File: config.mk
export PLATFORM = sky130hd
export DESIGN_NAME = axi_sram_bridge_mo
export DESIGN_NICKNAME = d
export VERILOG_FILES = /design/src/rtl/axi_sram_bridge_mo.sv
export SDC_FILE = /design/constraint.sdc
export NUM_CORES = 1
export LEC_CHECK = 0
export BUFFER_PORTS_ARGS = -buffer_cell sky130_fd_sc_hd__buf_2
export CAP_MARGIN = 0
export CORE_AREA = 2 2 168 170
export DETAILED_ROUTE_END_ITERATION = 8
export DIE_AREA = 0 0 170 172
export SYNTH_ARGS = -nofsm -noshare
export SYNTH_HDL_FRONTEND = slang
export SYNTH_SLANG_ARGS = --single-unit
File: constraint.sdc
create_clock -name aclk -period 3.32 [get_ports aclk]
set_clock_uncertainty 0.15 [all_clocks]
set_input_delay 0.166 -clock aclk [delete_from_list [all_inputs] [get_ports aclk]]
set_output_delay 0.166 -clock aclk [all_outputs]
set_load 0.01 [all_outputs]
File: src/rtl/axi_sram_bridge_mo.sv
// Bridges the CPU's inst (read-only) and data (read/write) SRAM-like ports onto one AXI3 master,
// with up to MAX_OUT outstanding reads per port and in-order data_ok on each port.
module axi_sram_bridge_mo #(
  parameter int unsigned ADDR_W  = 32,
  parameter int unsigned DATA_W  = 32,
  parameter int unsigned MAX_OUT = 4
) (
  input  logic                  aclk,
  input  logic                  areset,
  // inst port
  input  logic                  inst_req,
  input  logic                  inst_wr,
  input  logic [1:0]            inst_size,
  input  logic [ADDR_W-1:0]     inst_addr,
  input  logic [DATA_W/8-1:0]   inst_wstrb,
  input  logic [DATA_W-1:0]     inst_wdata,
  output logic                  inst_addr_ok,
  output logic                  inst_data_ok,
  output logic [DATA_W-1:0]     inst_rdata,
  // data port
  input  logic                  data_req,
  input  logic                  data_wr,
  input  logic [1:0]            data_size,
  input  logic [ADDR_W-1:0]     data_addr,
  input  logic [DATA_W/8-1:0]   data_wstrb,
  input  logic [DATA_W-1:0]     data_wdata,
  output logic                  data_addr_ok,
  output logic                  data_data_ok,
  output logic [DATA_W-1:0]     data_rdata,
  // AR channel
  output logic [3:0]            arid,
  output logic [ADDR_W-1:0]     araddr,
  output logic [7:0]            arlen,
  output logic [2:0]            arsize,
  output logic [1:0]            arburst,
  output logic [1:0]            arlock,
  output logic [3:0]            arcache,
  output logic [2:0]            arprot,
  output logic                  arvalid,
  input  logic                  arready,
  // R channel
  input  logic [3:0]            rid,
  input  logic [DATA_W-1:0]     rdata,
  input  logic [1:0]            rresp,
  input  logic                  rlast,
  input  logic                  rvalid,
  output logic                  rready,
  // AW channel
  output logic [3:0]            awid,
  output logic [ADDR_W-1:0]     awaddr,
  output logic [7:0]            awlen,
  output logic [2:0]            awsize,
  output logic [1:0]            awburst,
  output logic [1:0]            awlock,
  output logic [3:0]            awcache,
  output logic [2:0]            awprot,
  output logic                  awvalid,
  input  logic                  awready,
  // W channel
  output logic [3:0]            wid,
  output logic [DATA_W-1:0]     wdata,
  output logic [DATA_W/8-1:0]   wstrb,
  output logic                  wlast,
  output logic                  wvalid,
  input  logic                  wready,
  // B channel
  input  logic [3:0]            bid,
  input  logic [1:0]            bresp,
  input  logic                  bvalid,
  output logic                  bready
);

  localparam int unsigned CW = $clog2(MAX_OUT + 1);
  localparam logic [CW-1:0] MaxCnt = CW'(MAX_OUT);

  logic [CW-1:0]         cnt_i_q, cnt_i_d, cnt_d_q, cnt_d_d;
  logic                  wbusy_q, wbusy_d;
  logic                  arvalid_q, arvalid_d;
  logic                  arid_q, arid_d;
  logic [ADDR_W-1:0]     araddr_q, araddr_d;
  logic [1:0]            arsize_q, arsize_d;
  logic                  awvalid_q, awvalid_d;
  logic                  wvalid_q, wvalid_d;
  logic [ADDR_W-1:0]     awaddr_q, awaddr_d;
  logic [1:0]            awsize_q, awsize_d;
  logic [DATA_W/8-1:0]   wstrb_q, wstrb_d;
  logic [DATA_W-1:0]     wdata_q, wdata_d;
  logic                  rready_q;
  logic [DATA_W-1:0]     inst_rdata_q, inst_rdata_d, data_rdata_q, data_rdata_d;
  logic                  inst_dok_q, inst_dok_d, data_dok_q, data_dok_d;

  logic r_hs, b_hs, ar_free, d_rd_ok, i_rd_ok, pick_d, pick_i, wr_acc;
  logic dec_i, dec_d;
  logic unused_inputs;

  assign unused_inputs = ^{inst_wr, inst_wstrb, inst_wdata, rid[3:1], rresp, rlast, bid, bresp};

  assign r_hs    = rvalid && rready_q;
  assign bready  = wbusy_q && !awvalid_q && !wvalid_q;
  assign b_hs    = bvalid && bready;
  assign ar_free = !arvalid_q || arready;

  // Data reads win the AR slot; counts compare against registered values only.
  assign d_rd_ok = data_req && !data_wr && (cnt_d_q < MaxCnt) && !wbusy_q;
  assign i_rd_ok = inst_req && (cnt_i_q < MaxCnt);
  assign pick_d  = !areset && ar_free && d_rd_ok;
  assign pick_i  = !areset && ar_free && !d_rd_ok && i_rd_ok;
  // Writes wait for all data reads to drain so data_ok stays in request order.
  assign wr_acc  = !areset && data_req && data_wr && !wbusy_q && (cnt_d_q == '0);

  assign dec_i = r_hs && !rid[0];
  assign dec_d = r_hs && rid[0];

  assign inst_addr_ok = pick_i;
  assign data_addr_ok = pick_d || wr_acc;

  always_comb begin
    cnt_i_d      = cnt_i_q;
    cnt_d_d      = cnt_d_q;
    wbusy_d      = wbusy_q;
    arvalid_d    = arvalid_q;
    arid_d       = arid_q;
    araddr_d     = araddr_q;
    arsize_d     = arsize_q;
    awvalid_d    = awvalid_q;
    wvalid_d     = wvalid_q;
    awaddr_d     = awaddr_q;
    awsize_d     = awsize_q;
    wstrb_d      = wstrb_q;
    wdata_d      = wdata_q;
    inst_rdata_d = inst_rdata_q;
    data_rdata_d = data_rdata_q;
    inst_dok_d   = dec_i;
    data_dok_d   = dec_d || b_hs;

    if (pick_i && !dec_i) begin
      cnt_i_d = cnt_i_q + CW'(1);
    end else if (!pick_i && dec_i) begin
      cnt_i_d = cnt_i_q - CW'(1);
    end
    if (pick_d && !dec_d) begin
      cnt_d_d = cnt_d_q + CW'(1);
    end else if (!pick_d && dec_d) begin
      cnt_d_d = cnt_d_q - CW'(1);
    end

    if (pick_d || pick_i) begin
      arvalid_d = 1'b1;
      arid_d    = pick_d;
      araddr_d  = pick_d ? data_addr : inst_addr;
      arsize_d  = pick_d ? data_size : inst_size;
    end else if (arvalid_q && arready) begin
      arvalid_d = 1'b0;
    end

    if (dec_i) inst_rdata_d = rdata;
    if (dec_d) data_rdata_d = rdata;

    if (wr_acc) begin
      wbusy_d   = 1'b1;
      awvalid_d = 1'b1;
      wvalid_d  = 1'b1;
      awaddr_d  = data_addr;
      awsize_d  = data_size;
      wstrb_d   = data_wstrb;
      wdata_d   = data_wdata;
    end else begin
      if (awvalid_q && awready) awvalid_d = 1'b0;
      if (wvalid_q && wready)   wvalid_d  = 1'b0;
      if (b_hs)                 wbusy_d   = 1'b0;
    end
  end

  always_ff @(posedge aclk) begin
    if (areset) begin
      cnt_i_q      <= '0;
      cnt_d_q      <= '0;
      wbusy_q      <= 1'b0;
      arvalid_q    <= 1'b0;
      arid_q       <= 1'b0;
      araddr_q     <= '0;
      arsize_q     <= '0;
      awvalid_q    <= 1'b0;
      wvalid_q     <= 1'b0;
      awaddr_q     <= '0;
      awsize_q     <= '0;
      wstrb_q      <= '0;
      wdata_q      <= '0;
      rready_q     <= 1'b0;
      inst_rdata_q <= '0;
      data_rdata_q <= '0;
      inst_dok_q   <= 1'b0;
      data_dok_q   <= 1'b0;
    end else begin
      cnt_i_q      <= cnt_i_d;
      cnt_d_q      <= cnt_d_d;
      wbusy_q      <= wbusy_d;
      arvalid_q    <= arvalid_d;
      arid_q       <= arid_d;
      araddr_q     <= araddr_d;
      arsize_q     <= arsize_d;
      awvalid_q    <= awvalid_d;
      wvalid_q     <= wvalid_d;
      awaddr_q     <= awaddr_d;
      awsize_q     <= awsize_d;
      wstrb_q      <= wstrb_d;
      wdata_q      <= wdata_d;
      rready_q     <= 1'b1;
      inst_rdata_q <= inst_rdata_d;
      data_rdata_q <= data_rdata_d;
      inst_dok_q   <= inst_dok_d;
      data_dok_q   <= data_dok_d;
    end
  end

  assign inst_data_ok = inst_dok_q;
  assign inst_rdata   = inst_rdata_q;
  assign data_data_ok = data_dok_q;
  assign data_rdata   = data_rdata_q;

  assign arid    = {3'b000, arid_q};
  assign araddr  = araddr_q;
  assign arlen   = 8'd0;
  assign arsize  = {1'b0, arsize_q};
  assign arburst = 2'b01;
  assign arlock  = 2'b00;
  assign arcache = 4'd0;
  assign arprot  = 3'd0;
  assign arvalid = arvalid_q;
  assign rready  = rready_q;

  assign awid    = 4'd1;
  assign awaddr  = awaddr_q;
  assign awlen   = 8'd0;
  assign awsize  = {1'b0, awsize_q};
  assign awburst = 2'b01;
  assign awlock  = 2'b00;
  assign awcache = 4'd0;
  assign awprot  = 3'd0;
  assign awvalid = awvalid_q;

  assign wid     = 4'd1;
  assign wdata   = wdata_q;
  assign wstrb   = wstrb_q;
  assign wlast   = 1'b1;
  assign wvalid  = wvalid_q;

endmodule

==> flow_results.org <==
** Place
- IO Port Bufs :: 324
- The congestion estimate from routability-driven global placement came to 0.727.
- Placed wire-length estimate after detailed placement :: 15600 um

** CTS
- Number of sinks driven by the clock tree :: 182
- Post-CTS repair changed the size of 0 cells.
- Buffers inserted during clock tree synthesis total 17.
- CTS tree :: built
- Counting along the longest clock path gives a buffer depth of 2.
- Cell chosen for the clock root :: sky130_fd_sc_hd__clkbuf_16
- Number of setup buffers added after CTS :: 0
- Clock latency of the later-clocked register in the worst-skew pair :: 420 ps
- After clock tree synthesis, the clock-pin slew on the worst setup and hold paths is 70 ps.
- H-tree levels :: 4

** Global routing
- After global routing the overflow that remains totals 0.
- Across every metal layer, demand over resource in global routing totals 0.162.
- Vias in the first global route :: 7131
- The first global-routing pass estimated 37100 um of wire.
- Largest net degree at the start of global routing :: 66
- The initial antenna violation count came to 1.

** STA
- Setup repair after global routing left no endpoint under its margin.
- Summed over all failing endpoints, the final setup total negative slack is 0 ps.
- Endpoints failing setup :: 0
- Measured slew at the worst slew-check pin :: 707 ps
- The final-report hold violation count came to 0.
- Minimum clock period :: 3010 ps
- Slew HR :: 0.529
- Based on the critical path, the design can be clocked at up to 333 MHz.
- Period Utilization, post-route :: 0.905
- Max Transition Viols Final :: 0

** Power and ir drop
- The share of total power dissipated in sequential elements is 0.455.
- Part of the total power dissipated in combinational logic :: 0.173
- VDD sags by at most 0.000332 V.
- The design draws 5.30 mW.
- Of the total power, the share spent switching nets is 0.289.
- Pwr dens :: 476 nW/um2
- Of the total power, the clock network draws 0.372.
- Net switching component of the power :: 1.53 mW
- Leakage component of the power :: 5.55 nW
- Power Internal :: 3.77 mW

** Die
- The floorplan has 61 rows.
- DIE AREA :: 29200 um2
- Die outline width :: 170 um
- Die Ht :: 172 um
- Number of placed I/O pins :: 426
- The initial utilization of the core area, before any placement, comes to 0.268.
- Standard cell core area :: 27500 um2

** Detailed routing
- DRC violation count after routing :: 0
- The detailed router placed 6998 vias in this run.
- Drt first pass iters :: 4
- The detailed router finished its first iteration with 249 violations.
- Number of nets with antenna violations after detailed routing :: 0
- After detailed routing, the average wire length per cell comes to 15.3 um.
- Via/cell ratio :: 4.39
- The routed design has 24300 um of wire.

** Hold path
- The path with the worst hold slack has its endpoint at arid_q.
- The min-delay analysis places its worst path in the category in -> reg.
- Hold path startpoint :: arready
- Number of cells on the worst hold path :: 4

** Worst setup path
- Cells on worst reg2reg path :: 6
- Worst path bufs/invs :: 4
- For the worst setup path, the data required time is 3000 ps.
- For this run, the slowest stage of the critical path takes 560 ps.
- The critical path is of the in -> out type.
- The worst setup path is launched from an input pin.
- Critical path's slowest cell :: sky130_fd_sc_hd__nor4b_1
- Broken down by cell family, the worst path's largest delay share belongs to buffers and inverters.
- Worst flop-to-flop path startpoint :: wbusy_q
- The signal on the critical path passes through dlygate4sd3_1, buf_4, nor4b_1, nand3_4, buf_12, nand2_1, buf_2.
- Worst path arrival time :: 2690 ps
- Crit path capture type :: primary output
- Setup slack on the worst reg-to-reg path comes out at 580 ps.
- In this run the worst path has a maximum fanout of 29.
- Destination of the worst register-to-register timing path :: araddr[30]

** Final layout
- Layout filler cell count :: 2644
- Total Nets Final :: 1432
- Area of the multi-input gates :: 3080 um2
- Across the whole layout, storage elements account for 3640 um2.
- Share of layout cells above drive strength 1 :: 0.304
- Fin util :: 0.405
- In the layout the commonest cells are 323 x sky130_fd_sc_hd__buf_2, 182 x sky130_fd_sc_hd__dfxtp_1, 169 x sky130_fd_sc_hd__nand2_1.
- Relative to the synthesized area, the layout overhead comes to 51.0%.
- Most common cell after layout, fill and taps aside :: sky130_fd_sc_hd__buf_2

** Yosys
- Synthesis handed over a netlist of 783 instances.
- After synthesis, the cell types taking the most area are sky130_fd_sc_hd__dfxtp_1 49%, sky130_fd_sc_hd__nand2_1 8.6%, sky130_fd_sc_hd__buf_4 5.7%.
- Largest area contributor in the netlist :: sky130_fd_sc_hd__dfxtp_1
- Yosys warning total :: 0
- Distinct cell type count of the synthesized netlist :: 36
- Area share of the largest cell type after synthesis :: 0.494
- The synthesized design contains 182 register bits.
- After synthesis, the mean cell area works out to 9.42 um2.
- For this run, the register share of the synthesized area comes to 0.494.
- The mapped netlist covers 7380 um2.

** Status
- Outcome :: finished, final reports clean

** Flow run
- Max-cap violations in this run came to 0.
==> Yosys cell counts <==
| library cell | count |
|---|---|
| sky130_fd_sc_hd__dfxtp_1 | 182 |
| sky130_fd_sc_hd__nand2_1 | 169 |
| sky130_fd_sc_hd__a21oi_1 | 67 |
| sky130_fd_sc_hd__buf_4 | 56 |
| sky130_fd_sc_hd__inv_1 | 36 |
| sky130_fd_sc_hd__mux2_1 | 36 |
| sky130_fd_sc_hd__mux2i_1 | 36 |
| sky130_fd_sc_hd__nor2b_1 | 36 |
| sky130_fd_sc_hd__a31oi_1 | 35 |
| sky130_fd_sc_hd__o221a_1 | 34 |
| sky130_fd_sc_hd__clkbuf_1 | 29 |
| sky130_fd_sc_hd__buf_2 | 12 |
| sky130_fd_sc_hd__nor2_1 | 8 |
| sky130_fd_sc_hd__buf_6 | 7 |
| sky130_fd_sc_hd__inv_2 | 4 |
| sky130_fd_sc_hd__xor2_1 | 4 |
| sky130_fd_sc_hd__buf_1 | 3 |
| sky130_fd_sc_hd__o21ai_0 | 3 |
| sky130_fd_sc_hd__or3_1 | 3 |
| sky130_fd_sc_hd__and3_1 | 2 |
| sky130_fd_sc_hd__conb_1 | 2 |
| sky130_fd_sc_hd__fa_1 | 2 |
| sky130_fd_sc_hd__ha_1 | 2 |
| sky130_fd_sc_hd__nand2b_1 | 2 |
| sky130_fd_sc_hd__nand3_1 | 2 |
| sky130_fd_sc_hd__a211oi_4 | 1 |
| sky130_fd_sc_hd__a31o_1 | 1 |
| sky130_fd_sc_hd__and2b_2 | 1 |
| sky130_fd_sc_hd__and3b_1 | 1 |
| sky130_fd_sc_hd__buf_8 | 1 |
| sky130_fd_sc_hd__clkbuf_4 | 1 |
| sky130_fd_sc_hd__nor3b_2 | 1 |
| sky130_fd_sc_hd__nor4_1 | 1 |
| sky130_fd_sc_hd__nor4b_1 | 1 |
| sky130_fd_sc_hd__nor4b_4 | 1 |
| sky130_fd_sc_hd__or4b_4 | 1 |
==> worst min-delay path, stage by stage <==
cell	delay, ps
sky130_fd_sc_hd__buf_2	80
sky130_fd_sc_hd__nand2b_1	120
sky130_fd_sc_hd__nand3_1	160
sky130_fd_sc_hd__o21ai_0	100
==> sequential cells by signal, indices dropped and copies added (netlist names), 2 cells and up <==
register	flops
araddr	32
wdata	32
awaddr	32
cnt_d_q	3
wstrb	4
cnt_i_q	3
awsize_q	2
arsize_q	2
data_rdata	32
inst_rdata	32
==> logic make-up after synthesis <==
logic type | share of synthesized area
other | 0.00102
DFF | 0.494
muxes | 0.104
AOI/OAI and AO/OA | 0.133
adders and majority gates | 0.00882
and+or+nand+nor | 0.139
xor gates and xnor gates | 0.00475
buffers and inverters | 0.116
==> what timing repair did <==
action,4_1_cts,5_1_grt
hold buffers,152,0
endpoints found under the setup margin,0,0
endpoints found under the hold margin,177,0
==> how the worst max path moves through the flow <==
stage	start	end	slack, ps	cells after the start
CTS	areset	data_addr_ok	250	7
global placement	wbusy_q	cnt_i_q[2]	710	8
floorplan	areset	cnt_i_q[2]	660	9
global route	areset	data_addr_ok	90	7
detailed placement	arvalid	cnt_i_q[2]	710	8
finish	areset	data_addr_ok	310	7
==> final cells by class <==
type,instances,area share
Antenna cell,2,0.000449
Clock buffer,18,0.0385
Clock inverter,14,0.0118
Inverter,40,0.0135
Multi-Input combinational cell,502,0.277
Sequential cell,182,0.327
Tap cell,346,0.0389
Timing Repair Buffer,489,0.293
==> per-layer routing <==
layer | track usage | part of all wire | vias up
li1 | - | - | 3414
met1 | 0.169 | 0.39 | 3252
met2 | 0.301 | 0.50 | 299
met3 | 0.0531 | 0.084 | 33
met4 | 0.0658 | 0.025 | 0
met5 | 0 | 0 | -
==> stage by stage <==
stage / cells / instance area [um2] / hold slack [ps] / setup slack [ps]
floorplan: 833 / 7560 / 141 / 662
global placement: 1407 / 9050 / 220 / 713
detailed placement: 1407 / 9050 / 226 / 713
CTS: 1591 / 11100 / 85.8 / 252
global route: 1592 / 11100 / 127 / 87.2
finish: 1593 / 11100 / 91.7 / 314
==> power by group through the flow <==
stage,logic (mW),clock network [mW],registers (mW)
final,0.918,1.97,2.41
after detailed placement,0.767,0,2.46
after CTS,0.916,2.06,2.41
after floorplan,0.425,0,2.52
after global routing,1.01,2.14,2.43
after global placement,0.760,0,2.46
Note: power is estimated with default switching activity, not from simulation.
